===== src/rtl/uart_tx_tick.sv =====
// uart_tx_tick: UART serializer with no baud counter of its own; every bit
// boundary is an external one-cycle bit_tick. Frame: start, data LSB first, [parity], stop(s).
module uart_tx_tick #(
   parameter int DATA_BITS = 8,
   parameter int PARITY    = 0,
   parameter int STOP_BITS = 1
) (
   input  logic                 clk,
   input  logic                 reset,
   input  logic                 bit_tick,
   input  logic [DATA_BITS-1:0] tx_data,
   input  logic                 tx_valid,
   output logic                 tx_ready,
   output logic                 tx,
   output logic                 tx_done
);

   localparam int            CW        = $clog2(DATA_BITS) + 1;
   localparam logic [CW-1:0] LAST_BIT  = CW'(DATA_BITS - 1);
   localparam logic [CW-1:0] CNT_ONE   = CW'(1);
   localparam logic          LAST_STOP = (STOP_BITS == 2);

   typedef enum logic [2:0] {
      S_IDLE,
      S_ARM,
      S_START,
      S_DATA,
      S_PARITY,
      S_STOP
   } state_t;

   state_t               state_reg;
   logic [DATA_BITS-1:0] shreg_reg;
   logic [CW-1:0]        bit_cnt_reg;
   logic                 stop_cnt_reg;
   logic                 parity_reg;
   logic                 tx_reg;
   logic                 tx_ready_reg;
   logic                 tx_done_reg;
   logic                 parity_next;

   // Even parity is the XOR of the payload; odd parity is its inverse.
   always_comb begin
      parity_next = ^tx_data;
      if (PARITY == 2) begin
         parity_next = ~parity_next;
      end
   end

   always_ff @(posedge clk or negedge reset) begin
      if (!reset) begin
         state_reg    <= S_IDLE;
         shreg_reg    <= '0;
         bit_cnt_reg  <= '0;
         stop_cnt_reg <= 1'b0;
         parity_reg   <= 1'b0;
         tx_reg       <= 1'b1;
         tx_ready_reg <= 1'b1;
         tx_done_reg  <= 1'b0;
      end else begin
         tx_done_reg <= 1'b0;
         case (state_reg)
            S_IDLE: begin
               tx_reg       <= 1'b1;
               tx_ready_reg <= 1'b1;
               // A tick coincident with the accept is deliberately ignored;
               // ARM then waits for the next one so the start bit is a full period.
               if (tx_valid && tx_ready_reg) begin
                  shreg_reg    <= tx_data;
                  parity_reg   <= parity_next;
                  tx_ready_reg <= 1'b0;
                  state_reg    <= S_ARM;
               end
            end
            S_ARM: begin
               tx_reg <= 1'b1;
               if (bit_tick) begin
                  tx_reg    <= 1'b0;
                  state_reg <= S_START;
               end
            end
            S_START: begin
               if (bit_tick) begin
                  tx_reg      <= shreg_reg[0];
                  shreg_reg   <= shreg_reg >> 1;
                  bit_cnt_reg <= '0;
                  state_reg   <= S_DATA;
               end
            end
            S_DATA: begin
               if (bit_tick) begin
                  if (bit_cnt_reg == LAST_BIT) begin
                     if (PARITY != 0) begin
                        tx_reg    <= parity_reg;
                        state_reg <= S_PARITY;
                     end else begin
                        tx_reg       <= 1'b1;
                        stop_cnt_reg <= 1'b0;
                        state_reg    <= S_STOP;
                     end
                  end else begin
                     tx_reg      <= shreg_reg[0];
                     shreg_reg   <= shreg_reg >> 1;
                     bit_cnt_reg <= bit_cnt_reg + CNT_ONE;
                  end
               end
            end
            S_PARITY: begin
               if (bit_tick) begin
                  tx_reg       <= 1'b1;
                  stop_cnt_reg <= 1'b0;
                  state_reg    <= S_STOP;
               end
            end
            S_STOP: begin
               tx_reg <= 1'b1;
               if (bit_tick) begin
                  if (stop_cnt_reg == LAST_STOP) begin
                     tx_done_reg  <= 1'b1;
                     tx_ready_reg <= 1'b1;
                     state_reg    <= S_IDLE;
                  end else begin
                     stop_cnt_reg <= stop_cnt_reg + 1'b1;
                  end
               end
            end
            default: begin
               tx_reg       <= 1'b1;
               tx_ready_reg <= 1'b1;
               state_reg    <= S_IDLE;
            end
         endcase
      end
   end

   assign tx       = tx_reg;
   assign tx_ready = tx_ready_reg;
   assign tx_done  = tx_done_reg;

endmodule

===== config.mk =====
export PLATFORM = sky130hd
export DESIGN_NAME = uart_tx_tick
export DESIGN_NICKNAME = d
export VERILOG_FILES = /design/src/rtl/uart_tx_tick.sv
export SDC_FILE = /design/constraint.sdc
export NUM_CORES = 1
export LEC_CHECK = 0
export CORE_MARGIN = 3
export CORE_UTILIZATION = 40
export CTS_BUF_LIST = sky130_fd_sc_hd__clkbuf_4
export CTS_CLUSTER_DIAMETER = 50
export DETAILED_ROUTE_END_ITERATION = 7
export DONT_BUFFER_PORTS = 1
export PLACE_DENSITY = 0.64
export SETUP_SLACK_MARGIN = 0.05
export SYNTH_ARGS = -nofsm -noshare
export SYNTH_HDL_FRONTEND = slang
export SYNTH_SLANG_ARGS = --single-unit

===== constraint.sdc =====
create_clock -name clk -period 1.5 [get_ports clk]
set_input_delay 0.45 -clock clk [delete_from_list [all_inputs] [get_ports clk]]
set_output_delay 0.45 -clock clk [all_outputs]
set_load 0.02 [all_outputs]

==> flow_summary.json, run 1 <==
{
  "status": "finished clean",
  "largest_reg_flops": 8,
  "clock_path_buffers": 2,
  "grtUsageTotal_pct": 13.7,
  "fin_worst_skew_ps": 17.8,
  "drtIter0Drc": 23,
  "cts_tree": "built",
  "fin_nets": 134,
  "syn_area_per_cell_sq_um": 9.74,
  "hp-class": "input port to flip-flop",
  "synth.distinct_cells": 28,
  "regToRegSetupSlack_ps": 30,
  "yosysWarningCount": 0,
  "die_width_um": 55.6,
  "max_cap_violations": 0,
  "stdcell_count": 148,
  "tightest_slew_ps": 813,
  "drt-pass1-iter-count": 4,
  "clock_latency_ps": 310,
  "num_antenna_cells": 0,
  "grt_max_degree": 19,
  "crit_required_ps": 1680,
  "ant_nets": 0,
  "worst-endpoint-arrival_ps": 1650,
  "vias_per_cell": 5.29,
  "die_h_um": 55.6,
  "netlist_area_sq_um": 983,
  "crit_type": "flip-flop to flip-flop",
  "htreeDepth": 1,
  "hpwl_um": 1460,
  "initial_utilization_pct": 43.2,
  "period_needed_ps": 1470,
  "remaining_drc_errors": 0,
  "antenna_found_initial": 0,
  "clock.fmax_mhz": 680,
  "worstSetupEndpointType": "flip-flop",
  "core_sq_mm": 0.00228,
  "area_growth_pct": 22.0,
  "synthesis.nets": 114,
  "drive_gt1_share_pct": 34.2,
  "leakagePower_uw": 0.000530,
  "yosysTopAreaCell": "dfrtp_1",
  "rsz0062_at_grt": "yes",
  "grt_pass1_wl_um": 3370,
  "synthCells": 101,
  "cts_sinks": 18,
  "dp.cells": 136,
  "gp_congestion": 0.746,
  "rows": 17,
  "min_period_over_period_pct": 98.0,
  "max-vdd-ir-drop_v": 0.000904,
  "via_count": 783,
  "setup_viol": 0,
  "routedWlPerCell_um": 14.2,
  "die-area_sq_mm": 0.00309,
  "hold_viol_final": 0,
  "crit_fanout": 8,
  "ys_ff_latch": 18,
  "clk_pin_slew_ps": 120,
  "wirelength_um": 2100,
  "total_power_uw": 1800,
  "grt_overflow_total": 0,
  "synth.area.top_cells": "dfrtp_1 41%, a21oi_1 9.7%, mux2i_1 8.1%, dfstp_2 5.3%, nand2_1 3.4%",
  "power_density_mw_per_mm2": 1500,
  "holdWs_ps": 259,
  "drv_slew": 0,
  "cts-root-buf": "clkbuf_4",
  "yosysSeqAreaShare_pct": 46.1,
  "io_buffer_count": 0,
  "slew_headroom_pct": 45.6,
  "startpoint_type": "flip-flop",
  "synth_top_area_share_pct": 40.7,
  "cts_buffers": 3,
  "io_pins": 15,
  "first_global_vias": 782
}
area by class of cell:
type                       count  area, sq um
fill                         192         1080
sequential                    18          455
multi-input combinational     72          497
timing repair buffer          21          168
tap                           28         35.0
inverter                       5         18.8
clock buffer                   3         22.5
clock inverter                 1         3.75
logic make-up (layout without fill, tap and decap cells):
kind of cell,count (synthesis),in the layout,synth area share [%]
DFF,18,18,46.1
AOI/OAI and AO/OA,29,29,19.1
adders and majority gates,2,2,2.29
buffers and inverters,11,30,6.87
and+or+nand+nor,31,31,15.3
muxes,10,10,10.4
path summary, 6_finish.rpt:
kind                                      from           end  cells past startpoint
worst max register to register  bit_cnt_reg[1]  shreg_reg[1]                      5
max in group asynchronous                reset  state_reg[1]                      1
worst min-delay path                tx_data[7]  shreg_reg[7]                      2
min in group asynchronous                reset       tx_done                      1
worst min register to register    shreg_reg[0]  shreg_reg[0]                      2
worst max-delay path            bit_cnt_reg[1]  shreg_reg[1]                      5
routing by layer:
metal,track usage (%),share of wire [%]
met1,16.5,44
met2,23.0,49
met3,5.57,5.4
met4,3.13,0.81
met5,0,0
power breakdown:
group	leakage [uW]	switching, uW	total [uW]	internal, uW
clock network	0.0000154	158	255	97.0
registers	0.000200	142	812	670
logic	0.000315	351	728	377
synthesized netlist by cell type:
| cell | count |
|---|---|
| buf_6 | 3 |
| nor2_1 | 9 |
| dfrtp_1 | 16 |
| nand2b_1 | 2 |
| nand3b_2 | 1 |
| nand3_1 | 5 |
| dfstp_2 | 2 |
| nor3_1 | 1 |
| o41ai_1 | 1 |
| a21oi_1 | 19 |
| nand2_1 | 9 |
| a22o_1 | 1 |
| and2_1 | 1 |
| o21ai_0 | 2 |
| maj3_1 | 1 |
| and3_2 | 1 |
| mux2_2 | 2 |
| o22ai_1 | 2 |
| a22o_2 | 1 |
| a31oi_4 | 1 |
| o21ai_2 | 1 |
| ha_1 | 1 |
| inv_1 | 5 |
| and3b_1 | 1 |
| buf_2 | 3 |
| mux2i_1 | 8 |
| nor4_1 | 1 |
| o31ai_2 | 1 |
critical path, cell delays in order (launching register included):
cell,delay (ps)
dfrtp_1,390
ha_2,190
and3b_2,250
a31oi_4,210
and2_4,250
a21oi_1,80
through the flow:
step / setup slack [ps] / setup TNS (ps) / cell area [sq um] / util, %
after global placement: 65.3 / 0 / 1080 / 47.5
final: 29.7 / 0 / 1200 / 52.7
after CTS: 47.5 / 0 / 1150 / 50.5
after floorplan: -61.2 / -477 / 997 / -
after detailed placement: 20.5 / 0 / 1080 / 47.5
after global routing: -31.3 / -142 / 1200 / 52.7
layout by cell type, fill, tap and decap left out:
cell           instances
ha_2                   1
dlygate4sd3_1          1
mux2_2                 1
a21oi_1               17
a31oi_4                1
and3_2                 1
mux2_4                 1
nand2_1                9
nor2_1                 9
nand2b_1               2
dfrtp_2                2
clkbuf_4               3
o21ai_2                1
a21oi_2                2
nor3_1                 1
nand3b_2               1
o21ai_1                2
nand3_1                5
a22o_2                 1
inv_1                  5
buf_6                  2
dfrtp_1               14
buf_4                 18
dfstp_2                2
and3b_2                1
maj3_1                 1
mux2i_1                8
o41ai_2                1
o31ai_4                1
o22ai_1                2
a22o_1                 1
and2_4                 1
clkinv_1               1
nor4_1                 1
timing repair:
item,in CTS,in global routing
setup buffers,4,3
hold buffers,1,0
cloned,0,0
gates resized for setup,1,10
pin swaps,2,1
endpoints found under the setup margin,9,12
hold endpoints to repair,18,0
No activity file was read; power rests on OpenSTA's default activity.
==> inputs of run 2 (changes only) <==
- REMOVE_ABC_BUFFERS: not set -> 1
==> run 2 against run 1 <==
Net effect:
- combinational power up 4.3%
- hold slack better by 19 ps
- worst setup slack better by 2.6 ps
- first-iteration DRC count down 22%
- final cell count down 1.4%
- non-clock buffer count down 2
- total power up 1.5%
- wire length down 4.5%
- largest cell class unchanged
==> flow_summary.json, run 2 (synthesis gave the netlist of run 1 again) <==
{
  "status": "finished clean",
  "area_growth_pct": 22.4,
  "worst-endpoint-arrival_ps": 1660,
  "grtUsageTotal_pct": 13.9,
  "cts_buffers": 3,
  "gp_congestion": 0.796,
  "fin_area_sq_mm": 0.00120,
  "antenna_found_initial": 0,
  "htreeDepth": 1,
  "holdWs_ps": 279,
  "rows": 17,
  "vias_per_cell": 5.46,
  "io_pins": 15,
  "final_cell_mix": "16 x dfrtp_1, 13 x buf_4, 12 x a21oi_1",
  "rsz0062_at_grt": "yes",
  "die-area_sq_mm": 0.00309,
  "routedWlPerCell_um": 13.7,
  "die_width_um": 55.6,
  "cts_tree": "built",
  "final.fill_count": 212,
  "drv_slew": 0,
  "wirelength_um": 2010,
  "setup_viol": 0,
  "placedInstanceArea_sq_mm": 0.00109,
  "remaining_drc_errors": 0,
  "ant_nets": 0,
  "cts-root-buf": "clkbuf_4",
  "clock.fmax_mhz": 681,
  "via_count": 797,
  "grt_overflow_total": 0,
  "worstSetupEndpointType": "flip-flop",
  "tightest_slew_ps": 808,
  "drtIter0Drc": 18,
  "min_period_over_period_pct": 97.8,
  "final_common_cell": "dfrtp_1",
  "total_power_uw": 1820,
  "hp-class": "input port to flip-flop",
  "die_h_um": 55.6,
  "drt-pass1-iter-count": 4,
  "largest_reg_flops": 8,
  "cts_sinks": 18,
  "dp_slack_ps": -32.2,
  "startpoint_type": "flip-flop",
  "crit_fanout": 4,
  "fin_nets": 132,
  "crit_type": "flip-flop to flip-flop",
  "grt_max_degree": 19,
  "io_buffer_count": 0,
  "hold_viol_final": 0,
  "leakagePower_uw": 0.000529,
  "crit_required_ps": 1690,
  "slew_headroom_pct": 46.0,
  "max-vdd-ir-drop_v": 0.000758,
  "core_sq_mm": 0.00228,
  "setup_ws_ps": 32.3,
  "initial_utilization_pct": 43.2,
  "max_cap_violations": 0,
  "drive_gt1_share_pct": 35.6,
  "clk_pin_slew_ps": 110,
  "power_density_mw_per_mm2": 1510,
  "num_antenna_cells": 0,
  "seq_area_sq_um": 453,
  "regToRegSetupSlack_ps": 30,
  "clock_path_buffers": 2,
  "multi_input_area_sq_um": 507,
  "hpwl_um": 1380,
  "clock_latency_ps": 290,
  "fin_worst_skew_ps": 1.60,
  "grt_pass1_wl_um": 3510,
  "first_global_vias": 789,
  "period_needed_ps": 1470
}
==> run 2: cell types whose count changed in the layout (fill, tap and decap cells not counted) <==
cell / previous run / this run
o21ai_1: 2 / 0
buf_6: 2 / 5
a21oi_2: 2 / 7
dfrtp_1: 14 / 16
a21oi_1: 17 / 12
o21ai_0: 0 / 2
buf_4: 18 / 13
o31ai_2: 0 / 1
dfrtp_2: 2 / 0
o31ai_4: 1 / 0
==> run 2: path summary, 6_finish.rpt <==
check / startpoint / end / cells past startpoint
setup / recovery: bit_cnt_reg[1] / bit_cnt_reg[0] / 5
hold / removal: tx_data[7] / shreg_reg[7] / 2
setup reg to reg: bit_cnt_reg[1] / bit_cnt_reg[0] / 5
hold reg to reg: shreg_reg[0] / shreg_reg[0] / 2
max in group asynchronous: reset / bit_cnt_reg[2] / 1
min in group asynchronous: reset / state_reg[0] / 1
==> run 2: stage by stage <==
step | setup TNS (ps) | cells | utilization (%)
2_1_floorplan | -1100 | 95 | -
3_3_place_gp | 0 | 139 | 47.9
3_5_place_dp | -225 | 139 | 47.9
4_1_cts | 0 | 146 | 50.6
5_1_grt | 0 | 146 | 52.9
6_report | 0 | 146 | 52.9
==> run 2: area by class of cell <==
| class | count | area share, % |
|---|---|---|
| multi-input combinational | 72 | 42.1 |
| sequential | 18 | 37.6 |
| timing repair buffer | 19 | 13.6 |
| tap | 28 | 2.91 |
| clock buffer | 3 | 1.87 |
| inverter | 5 | 1.56 |
| clock inverter | 1 | 0.312 |
==> run 2: critical path: stages (launching register included) <==
cell and delay, ps:
dfrtp_1 400, ha_2 190, and3b_2 240, buf_6 130, mux2_4 240, a22o_1 170
==> run 2: what timing repair did <==
action / in CTS / in global routing
hold buffers: 1 / 0
gates resized for setup: 4 / 13
setup buffers: 2 / 0
pin swaps: 3 / 0
endpoints found under the setup margin: 10 / 11
endpoints found under the hold margin: 18 / 0
gates cloned: 0 / 0
==> run 2: per-layer routing <==
layer / track usage (%) / wire length [um] / vias to the layer above
met5: 0 / 0 / -
met4: 4.17 / 40 / 0
met3: 4.87 / 117 / 6
met2: 20.8 / 969 / 17
met1: 18.8 / 879 / 383
li1: - / - / 391
==> run 2: power breakdown <==
part	internal, uW	total [uW]	switching [uW]
Sequential	669	812	143
Combinational	401	759	358
Clock	96.8	251	154
Total	1170	1820	655
==> inputs of run 3 (changes only) <==
- CORE_ASPECT_RATIO: not set -> 1.2
- SLEW_MARGIN: not set -> 10
==> run 3 against run 2 <==
Net effect:
- the run now ends with setup timing left
- utilization down 0.092 points
- sequential share of layout area down 0.32 points
- sequential power up 1%
- highest routed layer unchanged
- clock skew up 2.7 ps
- die area about the same
- total power up 1.8%
- first-iteration DRC count down 17%
- wire length up 13%
==> flow_summary.json, run 3 (synthesis gave the netlist of run 1 again) <==
{
  "violations": "setup timing",
  "cts_sinks": 18,
  "p_seq_share_pct": 44.2,
  "placedInstanceArea_sq_mm": 0.00110,
  "setup_ws_ps": -11.6,
  "core_sq_mm": 0.00231,
  "first_global_vias": 843,
  "remaining_drc_errors": 0,
  "crit_path_top_delay_cell": "dfrtp_1",
  "setup_viol": 1,
  "power_density_mw_per_mm2": 1520,
  "tightest_slew_ps": 813,
  "initial_utilization_pct": 42.6,
  "io_pins": 15,
  "period_needed_ps": 1510,
  "final_cell_mix": "15 x dfrtp_1, 12 x buf_4, 11 x a21oi_1",
  "slew_headroom_pct": 45.6,
  "clk_pin_slew_ps": 110,
  "gp_congestion": 0.846,
  "area_growth_pct": 23.8,
  "io_buffer_count": 0,
  "cts_buffers": 3,
  "p_sw_share_pct": 36.7,
  "drtIter0Drc": 15,
  "cts-root-buf": "clkbuf_4",
  "worstSetupEndpointType": "flip-flop",
  "crit_type": "flip-flop to flip-flop",
  "setup_tns_ps": -11.6,
  "regToRegSetupSlack_ps": -10,
  "worst-endpoint-arrival_ps": 1710,
  "drt-pass1-iter-count": 4,
  "startpoint_type": "flip-flop",
  "final_common_cell": "dfrtp_1",
  "max_stage_delay_ps": 380,
  "grtUsageTotal_pct": 15.9,
  "routedWlPerCell_um": 15.4,
  "clock_latency_ps": 290,
  "comb_power_share_pct": 41.9,
  "grt_pass1_wl_um": 3710,
  "hp-class": "input port to flip-flop",
  "hold_viol_final": 0,
  "fin_nets": 130,
  "max_cap_violations": 0,
  "max-vdd-ir-drop_v": 0.000818,
  "grt_max_degree": 19,
  "p_int_uw": 1170,
  "wirelength_um": 2270,
  "rsz0062_at_grt": "yes",
  "fin_area_sq_mm": 0.00122,
  "hpwl_um": 1550,
  "htreeDepth": 1,
  "min_period_over_period_pct": 101,
  "rows": 19,
  "largest_reg_flops": 8,
  "fin_worst_skew_ps": 4.33,
  "via_count": 814,
  "crit_required_ps": 1700,
  "cts_tree": "built",
  "status": "complete, but fails checks",
  "path_cells": "ha_2, and3b_2, buf_6, nor2_4, mux2_4, a22o_1",
  "antenna_found_initial": 0,
  "num_antenna_cells": 0,
  "power.switching_uw": 680,
  "final.fill_count": 208,
  "die_h_um": 60.3,
  "ant_nets": 0,
  "die-area_sq_mm": 0.00309,
  "vias_per_cell": 5.54,
  "leakagePower_uw": 0.000521,
  "clock_path_buffers": 2,
  "clock_power_share_pct": 13.8,
  "drv_slew": 0,
  "grt_overflow_total": 0,
  "die_width_um": 51.3,
  "clock.fmax_mhz": 662,
  "drive_gt1_share_pct": 37.9,
  "crit_fanout": 5
}
-- run 3: cell types whose count changed in the layout (fill, tap and decap cells not counted), sizes merged --
cell	before	now
buf	18	16
-- run 3: per-layer routing --
metal | wire length, um | vias up | GRT usage (%) | share of wire (%)
li1 | - | 385 | - | -
met3 | 125 | 8 | 3.24 | 5.5
met2 | 1160 | 25 | 28.9 | 51
met1 | 930 | 396 | 17.6 | 41
met4 | 53 | 0 | 7.87 | 2.3
met5 | 0 | - | 0 | 0
-- run 3: timing repair --
| action | 4_1_cts | 5_1_grt |
|---|---|---|
| pin swaps | 1 | 3 |
| buffers inserted | 0 | 1 |
| gates resized for setup | 6 | 16 |
| hold endpoints to repair | 18 | 0 |
| hold buffers | 1 | 0 |
| setup endpoints to repair | 10 | 12 |
-- run 3: worst paths after layout --
| check | endpoint | cells past startpoint | startpoint |
|---|---|---|---|
| setup reg to reg | bit_cnt_reg[0] | 6 | bit_cnt_reg[0] |
| hold reg to reg | shreg_reg[7] | 2 | shreg_reg[7] |
| hold / removal | shreg_reg[7] | 2 | tx_data[7] |
| max in group asynchronous | state_reg[2] | 1 | reset |
| min in group asynchronous | bit_cnt_reg[3] | 1 | reset |
| setup / recovery | bit_cnt_reg[0] | 6 | bit_cnt_reg[0] |
-- run 3: critical path: cells and delay by family, from the launching register on --
family                   cells  cell delay (ps)
multiplexers                 1              270
flip-flops                   1              380
buffers and inverters        1              130
AO/OA/AOI/OAI                1              170
AND/OR/NAND/NOR              2              260
adder cells (fa/ha/maj)      1              200
-- run 3: power by group through the flow --
stage                     Clock, uW  Sequential [uW]  Combinational [uW]
after floorplan                   0              830                 370
after global placement            0              805                 623
after detailed placement          0              808                 643
after CTS                       258              803                 671
after global routing            278              843                 857
final                           256              820                 778
-- run 3: layout make-up --
type                    instances  area, sq um  area share, %
multi-input cells              72          526           43.2
flip-flops and latches         18          454           37.3
repair buffers                 17          154           12.6
well taps                      31         38.8           3.19
clock buffers                   3         22.5           1.85
inverters                       5         18.8           1.54
clock inverters                 1         3.75          0.308
-- run 3: metrics by stage --
stage	instances	setup WS (ps)	power (uW)	utilization (%)	hold slack, ps
5_1_grt	147	-82.1	1980	52.8	304
6_report	147	-11.6	1850	52.8	308
4_1_cts	146	18.5	1730	49.8	309
2_1_floorplan	95	-137	1200	-	154
3_3_place_gp	141	-26.6	1430	47.6	155
3_5_place_dp	141	-80.3	1450	47.6	155
